**src/rtl/wb_bridge_pkg.sv**
```systemverilog
// Shared definitions for the 64-to-16 Wishbone width bridge.
// Provides the FSM state encoding and the lane geometry (four 16-bit
// halfword lanes inside one 64-bit doubleword).
package wb_bridge_pkg;

    localparam int LANES  = 4;
    localparam int LANE_W = 2;

    typedef enum logic [1:0] {
        ST_IDLE = 2'd0,
        ST_REQ  = 2'd1,
        ST_GAP  = 2'd2,
        ST_ACK  = 2'd3
    } state_e;

endpackage

```
**src/rtl/wb_bridge64to16_lane_pick.sv**
```systemverilog
// Purpose : find the lowest active halfword lane at or above / strictly above lane_i.
// Latency : purely combinational, no state.
// Backpr. : none; a lane is active when either of its two byte selects is set.
// Ports   : sel_i byte selects, lane_i search origin, incl_i includes lane_i itself,
//           lane_o chosen lane, vld_o high when such a lane exists.
module lane_pick
    import wb_bridge_pkg::*;
(
    input  logic [7:0]        sel_i,
    input  logic [LANE_W-1:0] lane_i,
    input  logic              incl_i,
    output logic [LANE_W-1:0] lane_o,
    output logic              vld_o
);

    // Scan from the top down so the last hit written is the lowest lane.
    always_comb begin
        lane_o = '0;
        vld_o  = 1'b0;
        for (int k = LANES - 1; k >= 0; k--) begin
            if ((sel_i[2*k +: 2] != 2'b00) &&
                ((k > int'(lane_i)) || (incl_i && (k == int'(lane_i))))) begin
                lane_o = LANE_W'(k);
                vld_o  = 1'b1;
            end
        end
    end

endmodule

```
**src/rtl/wb_bridge64to16.sv**
```systemverilog
// Purpose : split one 64-bit classic Wishbone transfer into 1..4 16-bit PSRAM halfword transfers.
// Latency : 1 + n*L + (n-1) + 1 cycles for n active lanes at downstream ack latency L.
// Backpr. : upstream held until s_ack_o; downstream waits for m_ack_i; no start while ram_busy_i.
// Ports   : s_* upstream 64-bit slave side, m_* downstream 16-bit master side,
//           ram_busy_i blocks new transactions (sampled in IDLE only). All outputs registered.
module wb_bridge64to16
    import wb_bridge_pkg::*;
(
    input  logic        clk_i,
    input  logic        reset_i,
    input  logic        ram_busy_i,
    input  logic        s_cyc_i,
    input  logic        s_stb_i,
    input  logic        s_we_i,
    input  logic [7:0]  s_sel_i,
    input  logic [20:0] s_adr_i,
    input  logic [63:0] s_dat_i,
    output logic [63:0] s_dat_o,
    output logic        s_ack_o,
    output logic        m_cyc_o,
    output logic        m_stb_o,
    output logic        m_we_o,
    output logic [1:0]  m_sel_o,
    output logic [22:0] m_adr_o,
    output logic [15:0] m_dat_o,
    input  logic [15:0] m_dat_i,
    input  logic        m_ack_i
);

    state_e                   state_q, state_d;
    logic [LANE_W-1:0]        lane_q, lane_d;
    logic [20:0]              adr_q, adr_d;
    logic                     we_q, we_d;
    logic [LANES-1:0][1:0]    sel_q, sel_d;
    logic [LANES-1:0][15:0]   wdat_q, wdat_d;
    logic [LANES-1:0][15:0]   rbuf_q, rbuf_d;
    logic                     abort_q, abort_d;

    logic [63:0] s_dat_q, s_dat_d;
    logic        s_ack_q, s_ack_d;
    logic        m_cyc_q, m_cyc_d;
    logic        m_stb_q, m_stb_d;
    logic        m_we_q, m_we_d;
    logic [1:0]  m_sel_q, m_sel_d;
    logic [22:0] m_adr_q, m_adr_d;
    logic [15:0] m_dat_q, m_dat_d;

    logic [LANE_W-1:0] first_lane, next_lane;
    logic              first_vld, next_vld;
    logic              abort_now;

    // First active lane of the incoming request.
    lane_pick u_first (
        .sel_i  (s_sel_i),
        .lane_i ('0),
        .incl_i (1'b1),
        .lane_o (first_lane),
        .vld_o  (first_vld)
    );

    // Next active lane strictly above the one in flight.
    lane_pick u_next (
        .sel_i  (sel_q),
        .lane_i (lane_q),
        .incl_i (1'b0),
        .lane_o (next_lane),
        .vld_o  (next_vld)
    );

    always_comb begin
        state_d   = state_q;
        lane_d    = lane_q;
        adr_d     = adr_q;
        we_d      = we_q;
        sel_d     = sel_q;
        wdat_d    = wdat_q;
        rbuf_d    = rbuf_q;
        abort_d   = abort_q;
        s_dat_d   = s_dat_q;
        s_ack_d   = 1'b0;
        m_cyc_d   = m_cyc_q;
        m_stb_d   = m_stb_q;
        m_we_d    = m_we_q;
        m_sel_d   = m_sel_q;
        m_adr_d   = m_adr_q;
        m_dat_d   = m_dat_q;
        // An upstream drop is remembered so a brief cyc glitch still aborts.
        abort_now = abort_q | ~s_cyc_i;

        case (state_q)
            ST_IDLE: begin
                if (s_cyc_i && s_stb_i && !ram_busy_i) begin
                    adr_d   = s_adr_i;
                    we_d    = s_we_i;
                    sel_d   = s_sel_i;
                    wdat_d  = s_dat_i;
                    rbuf_d  = '0;
                    abort_d = 1'b0;
                    if (!first_vld) begin
                        // No byte enabled: acknowledge without touching the PSRAM.
                        state_d = ST_ACK;
                        s_ack_d = 1'b1;
                        s_dat_d = '0;
                        m_cyc_d = 1'b0;
                    end else begin
                        state_d = ST_REQ;
                        lane_d  = first_lane;
                        m_cyc_d = 1'b1;
                        m_stb_d = 1'b1;
                        m_we_d  = s_we_i;
                        m_sel_d = s_sel_i[2*first_lane +: 2];
                        m_adr_d = {s_adr_i, first_lane};
                        m_dat_d = s_dat_i[16*first_lane +: 16];
                    end
                end
            end

            ST_REQ: begin
                abort_d = abort_now;
                if (m_ack_i) begin
                    if (!we_q) begin
                        rbuf_d[lane_q] = m_dat_i;
                    end
                    m_stb_d = 1'b0;
                    if (abort_now) begin
                        state_d = ST_IDLE;
                        m_cyc_d = 1'b0;
                        m_we_d  = 1'b0;
                    end else if (next_vld) begin
                        state_d = ST_GAP;
                    end else begin
                        state_d = ST_ACK;
                        s_ack_d = 1'b1;
                        s_dat_d = rbuf_d;
                        m_cyc_d = 1'b0;
                        m_we_d  = 1'b0;
                    end
                end
            end

            ST_GAP: begin
                abort_d = abort_now;
                if (abort_now) begin
                    state_d = ST_IDLE;
                    m_cyc_d = 1'b0;
                    m_we_d  = 1'b0;
                end else begin
                    state_d = ST_REQ;
                    lane_d  = next_lane;
                    m_stb_d = 1'b1;
                    m_we_d  = we_q;
                    m_sel_d = sel_q[next_lane];
                    m_adr_d = {adr_q, next_lane};
                    m_dat_d = wdat_q[next_lane];
                end
            end

            ST_ACK: begin
                state_d = ST_IDLE;
            end

            default: begin
                state_d = ST_IDLE;
            end
        endcase
    end

    always_ff @(posedge clk_i) begin
        if (reset_i) begin
            state_q <= ST_IDLE;
            lane_q  <= '0;
            adr_q   <= '0;
            we_q    <= 1'b0;
            sel_q   <= '0;
            wdat_q  <= '0;
            rbuf_q  <= '0;
            abort_q <= 1'b0;
            s_dat_q <= '0;
            s_ack_q <= 1'b0;
            m_cyc_q <= 1'b0;
            m_stb_q <= 1'b0;
            m_we_q  <= 1'b0;
            m_sel_q <= '0;
            m_adr_q <= '0;
            m_dat_q <= '0;
        end else begin
            state_q <= state_d;
            lane_q  <= lane_d;
            adr_q   <= adr_d;
            we_q    <= we_d;
            sel_q   <= sel_d;
            wdat_q  <= wdat_d;
            rbuf_q  <= rbuf_d;
            abort_q <= abort_d;
            s_dat_q <= s_dat_d;
            s_ack_q <= s_ack_d;
            m_cyc_q <= m_cyc_d;
            m_stb_q <= m_stb_d;
            m_we_q  <= m_we_d;
            m_sel_q <= m_sel_d;
            m_adr_q <= m_adr_d;
            m_dat_q <= m_dat_d;
        end
    end

    assign s_dat_o = s_dat_q;
    assign s_ack_o = s_ack_q;
    assign m_cyc_o = m_cyc_q;
    assign m_stb_o = m_stb_q;
    assign m_we_o  = m_we_q;
    assign m_sel_o = m_sel_q;
    assign m_adr_o = m_adr_q;
    assign m_dat_o = m_dat_q;

endmodule

```
**config.mk**
```make
export PLATFORM = sky130hd
export DESIGN_NAME = wb_bridge64to16
export DESIGN_NICKNAME = d
export VERILOG_FILES = /design/src/rtl/wb_bridge_pkg.sv /design/src/rtl/wb_bridge64to16_lane_pick.sv /design/src/rtl/wb_bridge64to16.sv
export SDC_FILE = /design/constraint.sdc
export NUM_CORES = 1
export LEC_CHECK = 0
export CORE_AREA = 4 4 160 162
export CTS_CLUSTER_SIZE = 8
export DETAILED_ROUTE_END_ITERATION = 16
export DIE_AREA = 0 0 164 166
export PLACE_DENSITY_LB_ADDON = 0.08
export SLEW_MARGIN = 20
export SYNTH_ARGS = -nofsm -noshare
export SYNTH_HDL_FRONTEND = slang
export SYNTH_HIERARCHICAL = 1
export SYNTH_SLANG_ARGS = --single-unit
```
**constraint.sdc**
```tcl
create_clock -name clk_i -period 3.1 [get_ports clk_i]
set_input_delay 0.465 -clock clk_i [delete_from_list [all_inputs] [get_ports clk_i]]
set_output_delay 0.465 -clock clk_i [all_outputs]
set_load 0.005 [all_outputs]
```
==> results of run 1 <==
-- synthesized netlist by cell type, types with 14 or more instances --
library cell	count	area share (%)
a21oi_1	241	9.5
a211oi_1	45	2.7
dfxtp_1	270	43
nand3_1	48	1.9
o21ai_0	64	2.5
nor2_1	14	0.41
mux4_2	36	6.4
buf_2	52	2.1
mux2i_1	105	8.3
nand2_1	368	11
clkbuf_1	67	2.0
nor2b_1	25	1.2
inv_1	22	0.65
-- metal layers --
metal | track usage [%] | vias up
li1 | - | 5397
met2 | 41.6 | 346
met4 | 9.48 | 0
met1 | 31.5 | 5187
met3 | 5.71 | 91
met5 | 0 | -
-- registers in the layout, indices dropped and copies added, names as in the netlist, 2 cells and up --
name     cells
adr_q       21
m_adr_o     22
m_dat_o     16
m_sel_o      2
rbuf_q      64
s_dat_o     64
sel_q        8
state_q      2
wdat_q      64
-- cell families (layout without fill, tap and decap cells) --
logic type	count (synthesis)	after routing	synth area share (%)
AOI/OAI and AO/OA	386	386	17.9
adders and majority gates	6	6	0.592
buffers and inverters	157	318	5.52
DFF	270	270	42.6
muxes	159	159	16.6
other	2	10	0.0592
and+or+nand+nor	488	488	16.7
-- power by group --
group | switching, uW | internal [uW] | total [uW]
Combinational | 3630 | 2280 | 5910
Clock | 1450 | 2290 | 3730
Sequential | 286 | 3930 | 4220
-- final cells by class --
| type | count | area share [%] |
|---|---|---|
| tap | 324 | 2.50 |
| clock buffer | 41 | 6.26 |
| clock inverter | 2 | 0.154 |
| multi-input combinational | 1049 | 41.3 |
| sequential | 270 | 33.4 |
| inverter | 22 | 0.510 |
| timing repair buffer | 253 | 15.9 |
-- worst paths after layout --
kind	end	slack, ns	depth (start not counted)
max	s_dat_o[58]$_SDFFE_PP0P_	0.71	8
min	adr_q[15]$_SDFFE_PP0P_	0.45	2
max reg2reg	s_dat_o[58]$_SDFFE_PP0P_	0.71	8
min reg2reg	adr_q[15]$_SDFFE_PP0P_	0.45	2
-- through the flow --
step	instances	util (%)	total power [uW]	cell area [um^2]	setup WS (ns)
after floorplan	1476	-	8080	12700	0.872
after global placement	1918	62.9	10100	15200	0.442
after detailed placement	1918	62.9	10200	15200	0.333
after CTS	1961	67.2	13900	16200	0.713
after global routing	1961	67.2	14600	16200	0.561
final	1961	67.2	13900	16200	0.713
-- worst max-delay path, cell delays in order (launching register included) --
cell       delay (ns)
dfxtp_1          0.63
o2bb2ai_2        0.18
nor2b_4          0.18
nand2_1          0.15
a22oi_1          0.33
a21boi_4         0.26
buf_12           0.26
nand3_1          0.10
a21oi_1          0.17
-- cell usage in the layout (no fill, tap or decap), types with 11 or more instances in the layout --
cell type | synthesis | layout
nand2_1 | 368 | 367
dfxtp_1 | 270 | 270
a21oi_1 | 241 | 240
clkdlybuf4s50_1 | 0 | 223
mux2i_1 | 105 | 105
o21ai_0 | 64 | 64
nand3_1 | 48 | 48
a211oi_1 | 45 | 45
clkbuf_16 | 0 | 40
mux4_2 | 36 | 36
nor2b_1 | 25 | 25
inv_1 | 22 | 22
buf_4 | 6 | 20
nor2_1 | 14 | 11
==> results.cfg, run 1 <==
[clock_network]
cts_resized = 0
cts_tree = yes
postCtsSetupBuffers = 0
hold_buffers = 0
clkLatencyLatePin_ns = 0.51
clock-sinks = 270
cts_max_level = 2
numCtsBuffers = 39
cts.clk_slew.worst_paths_ns = 0.05
cts_buffer_depth = 3
cts_root_buffer = clkbuf_16

[synth]
synth_ff_type = dfxtp_1
yosysWarnings = 6
synth_edf_count = 0
yosys_register_bits = 270
netlist_area_um2 = 12700
syn_avg_cell_area_um2 = 8.64
ys_types = 50
netlist_instances = 1468
async_flop_share_pct = 0
yosysSeqAreaShare_pct = 42.6

[worst_setup_path]
reg2reg_from = m_adr_o[1]$_SDFFE_PP0P_
path_class = flip-flop to flip-flop
crit_fanout = 48
critPathArrivalTime_ns = 2.80
critPathCaptureType = flip-flop
cp-startpoint = m_adr_o[1]$_SDFFE_PP0P_
crit_path_start_kind = flip-flop
cp.required_ns = 3.51

[final_layout]
nNetsFinal = 1757
seq_area_um2 = 5410
area_growth_pct = 27.8
drive_gt1_share_pct = 10.1
diodes = 0
multi_input_area_um2 = 6700
fillerInstances = 2076

[run_status]
outcome = completed

[timing]
setup-tns-final_ns = 0
hold_viol_final = 0
skew_ns = 0.0151
worst_pin_slew_ns = 1.09
rsz0062_at_grt = false
fin_hold_ws_ns = 0.452
period_share_pct = 77.0
timing.slew.headroom_pct = 27.7
fmax_mhz = 419
min_period_ns = 2.39
setup_viol = 0
drv_slew = 0

[die]
io_pins = 225
rows = 57
initial_utilization_pct = 52.6
die-area_um2 = 27200
die_h_um = 166
core_area_um2 = 24100
die_w_um = 164

[route]
first_pass_iters = 6
top_layer = met4
drt_wl_total_um = 35000
drtIter0Drc = 865
drc = 0
wl_met2_um = 17200
viasPerCell = 5.62
ant_nets = 0
routedWlPerCell_um = 17.9
wl_met1_um = 14300
route.met3.wl_um = 2250
vias = 11000

[job]
drv_cap = 0

[grt]
grt_pass1_vias = 10700
overflow = 0
track_usage_pct = 25.0
grt_pass1_wl_um = 56100
grt_max_degree = 162
antenna_found_initial = 0

[power]
leakage_uw = 0.00564
cellPowerDensity_nw_per_um2 = 855
ir_worst_vdd_mv = 0.640

[place]
io_buffers = 224
hpwl_um = 22000
gp_congestion = 0.799

[hold_path]
hp-class = flip-flop to flip-flop
hp-start = adr_q[15]$_SDFFE_PP0P_
(Power assumes the default switching activity.)
==> inputs of run 2 (changes only) <==
--- a/config.mk
+++ b/config.mk
@@ -5,10 +5,10 @@
 export SDC_FILE = /design/constraint.sdc
 export NUM_CORES = 1
 export LEC_CHECK = 0
-export CORE_AREA = 4 4 160 162
+export CORE_AREA = 4 4 168 170
 export CTS_CLUSTER_SIZE = 8
 export DETAILED_ROUTE_END_ITERATION = 16
-export DIE_AREA = 0 0 164 166
+export DIE_AREA = 0 0 172 174
 export PLACE_DENSITY_LB_ADDON = 0.08
 export SLEW_MARGIN = 20
 export SYNTH_ARGS = -nofsm -noshare
==> constraint.sdc (replaced) <==
create_clock -name clk_i -period 2.1 [get_ports clk_i]
set_input_delay 0.315 -clock clk_i [delete_from_list [all_inputs] [get_ports clk_i]]
set_output_delay 0.315 -clock clk_i [all_outputs]
set_load 0.005 [all_outputs]
==> run 2 against run 1 <==
  * Count of clock-buffer cells in the layout increased by 1
  * Critical path depth is the same
  * Via count grew 1.5%
  * Global-route usage down 2.1 points
  * First-iteration DRC count fell by 11%
  * Register-to-register slack worse by 0.66 ns
  * Clock power rose by 48%
  * Die area increased by 9.9%
  * Hold slack got worse by 0.098 ns
  * Sequential power grew 48%
==> results.cfg, run 2 (synthesis results as in run 1) <==
[clock_network]
hold_buffers = 0
postCtsSetupBuffers = 0
cts.clk_slew.worst_paths_ns = 0.05
cts_resized = 0
cts_max_level = 2
cts_buffer_depth = 3
numCtsBuffers = 39
clock-sinks = 270
cts_tree = yes
clkLatencyLatePin_ns = 0.51
cts_root_buffer = clkbuf_16

[final_layout]
nNetsFinal = 1804
area_growth_pct = 33.1
layout_common_cells = 367 x nand2_1, 268 x dfxtp_1, 239 x a21oi_1
final_common_cell = nand2_1
drive_gt1_share_pct = 13.1

[power]
totalPowerFinal_uw = 21700
leakage_uw = 0.00596
cellPowerDensity_nw_per_um2 = 1290
ir_worst_vdd_mv = 0.936

[die]
io_pins = 225
die_w_um = 172
rows = 60
die-area_um2 = 29900
core_area_um2 = 26700
initial_utilization_pct = 47.4
die_h_um = 174

[worst_setup_path]
critPathCaptureType = flip-flop
cp.required_ns = 2.48
crit_path_start_kind = flip-flop
crit_fanout = 4
path_class = flip-flop to flip-flop
critPathArrivalTime_ns = 2.42

[timing]
fmax_mhz = 489
skew_ns = 0.0100
timing.slew.headroom_pct = 62.0
worst_pin_slew_ns = 0.570
hold_viol_final = 0
setup_viol = 0
rsz0062_at_grt = true
period_share_pct = 97.5
min_period_ns = 2.05
setup_slack_ns = 0.0532
drv_slew = 0
setup-tns-final_ns = 0

[route]
drtIter0Drc = 768
viasPerCell = 5.52
first_pass_iters = 5
vias = 11200
routedWlPerCell_um = 17.7
ant_nets = 0
drt_wl_total_um = 35700
drc = 0

[grt]
track_usage_pct = 22.9
grt_pass1_vias = 10500
grt_max_degree = 81
overflow = 0
antenna_found_initial = 3
grt_pass1_wl_um = 56400

[job]
drv_cap = 0

[run_status]
outcome = completed

[place]
preCtsSetupSlack_ns = -0.329
gp_congestion = 0.790
hpwl_um = 23900
io_buffers = 224

[hold_path]
hp-class = input port to flip-flop
-- run 2: stage by stage --
| step | hold slack, ns | instances | util [%] | instance area, um^2 |
|---|---|---|---|---|
| floorplan | 0.412 | 1476 | - | 12700 |
| global placement | 0.441 | 1981 | 59.0 | 15800 |
| detailed placement | 0.447 | 1981 | 59.0 | 15800 |
| CTS | 0.349 | 2023 | 62.9 | 16800 |
| global route | 0.382 | 2025 | 63.1 | 16900 |
| finish | 0.354 | 2025 | 63.1 | 16900 |
-- run 2: per-layer routing --
metal | global-route usage [%] | share of wire, % | wire (um) | up-vias
met5 | 0 | 0.087 | 31 | -
met4 | 7.53 | 2.8 | 1000 | 4
met3 | 4.32 | 6.0 | 2130 | 58
met2 | 37.0 | 47 | 17000 | 357
li1 | - | - | - | 5491
met1 | 30.8 | 44 | 15600 | 5276
-- run 2: worst paths after layout --
check,start,end,slack (ns),cells past startpoint
worst max-delay path,lane_q[0]$_SDFFE_PP0P_,m_dat_o[6]$_SDFFE_PP0P_,0.05,8
worst max register to register,lane_q[0]$_SDFFE_PP0P_,m_dat_o[6]$_SDFFE_PP0P_,0.05,8
worst min-delay path,reset_i,rbuf_q[5]$_SDFFE_PP0P_,0.35,2
worst min register to register,wdat_q[28]$_SDFFE_PP0P_,wdat_q[28]$_SDFFE_PP0P_,0.45,2
-- run 2: worst max-delay path: stages, from the launching register on --
cell and delay (ns):
dfxtp_2 0.31, and2b_4 0.18, a21oi_4 0.17, a21oi_2 0.10, nor2_4 0.20, buf_4 0.20, mux4_2 0.51, mux2i_1 0.17
a211oi_1 0.09
-- run 2: area by class of cell --
type	count	area [um^2]
antenna	1	2.50
clock buffer	42	1040
fill	2300	9850
inverter	22	82.6
multi-input combinational	1049	6740
sequential	270	5410
tap	341	427
timing repair buffer	300	3180
-- run 2: report_power, final --
part	internal (uW)	switching (uW)
registers	5810	440
logic	4320	5620
clock network	3430	2100
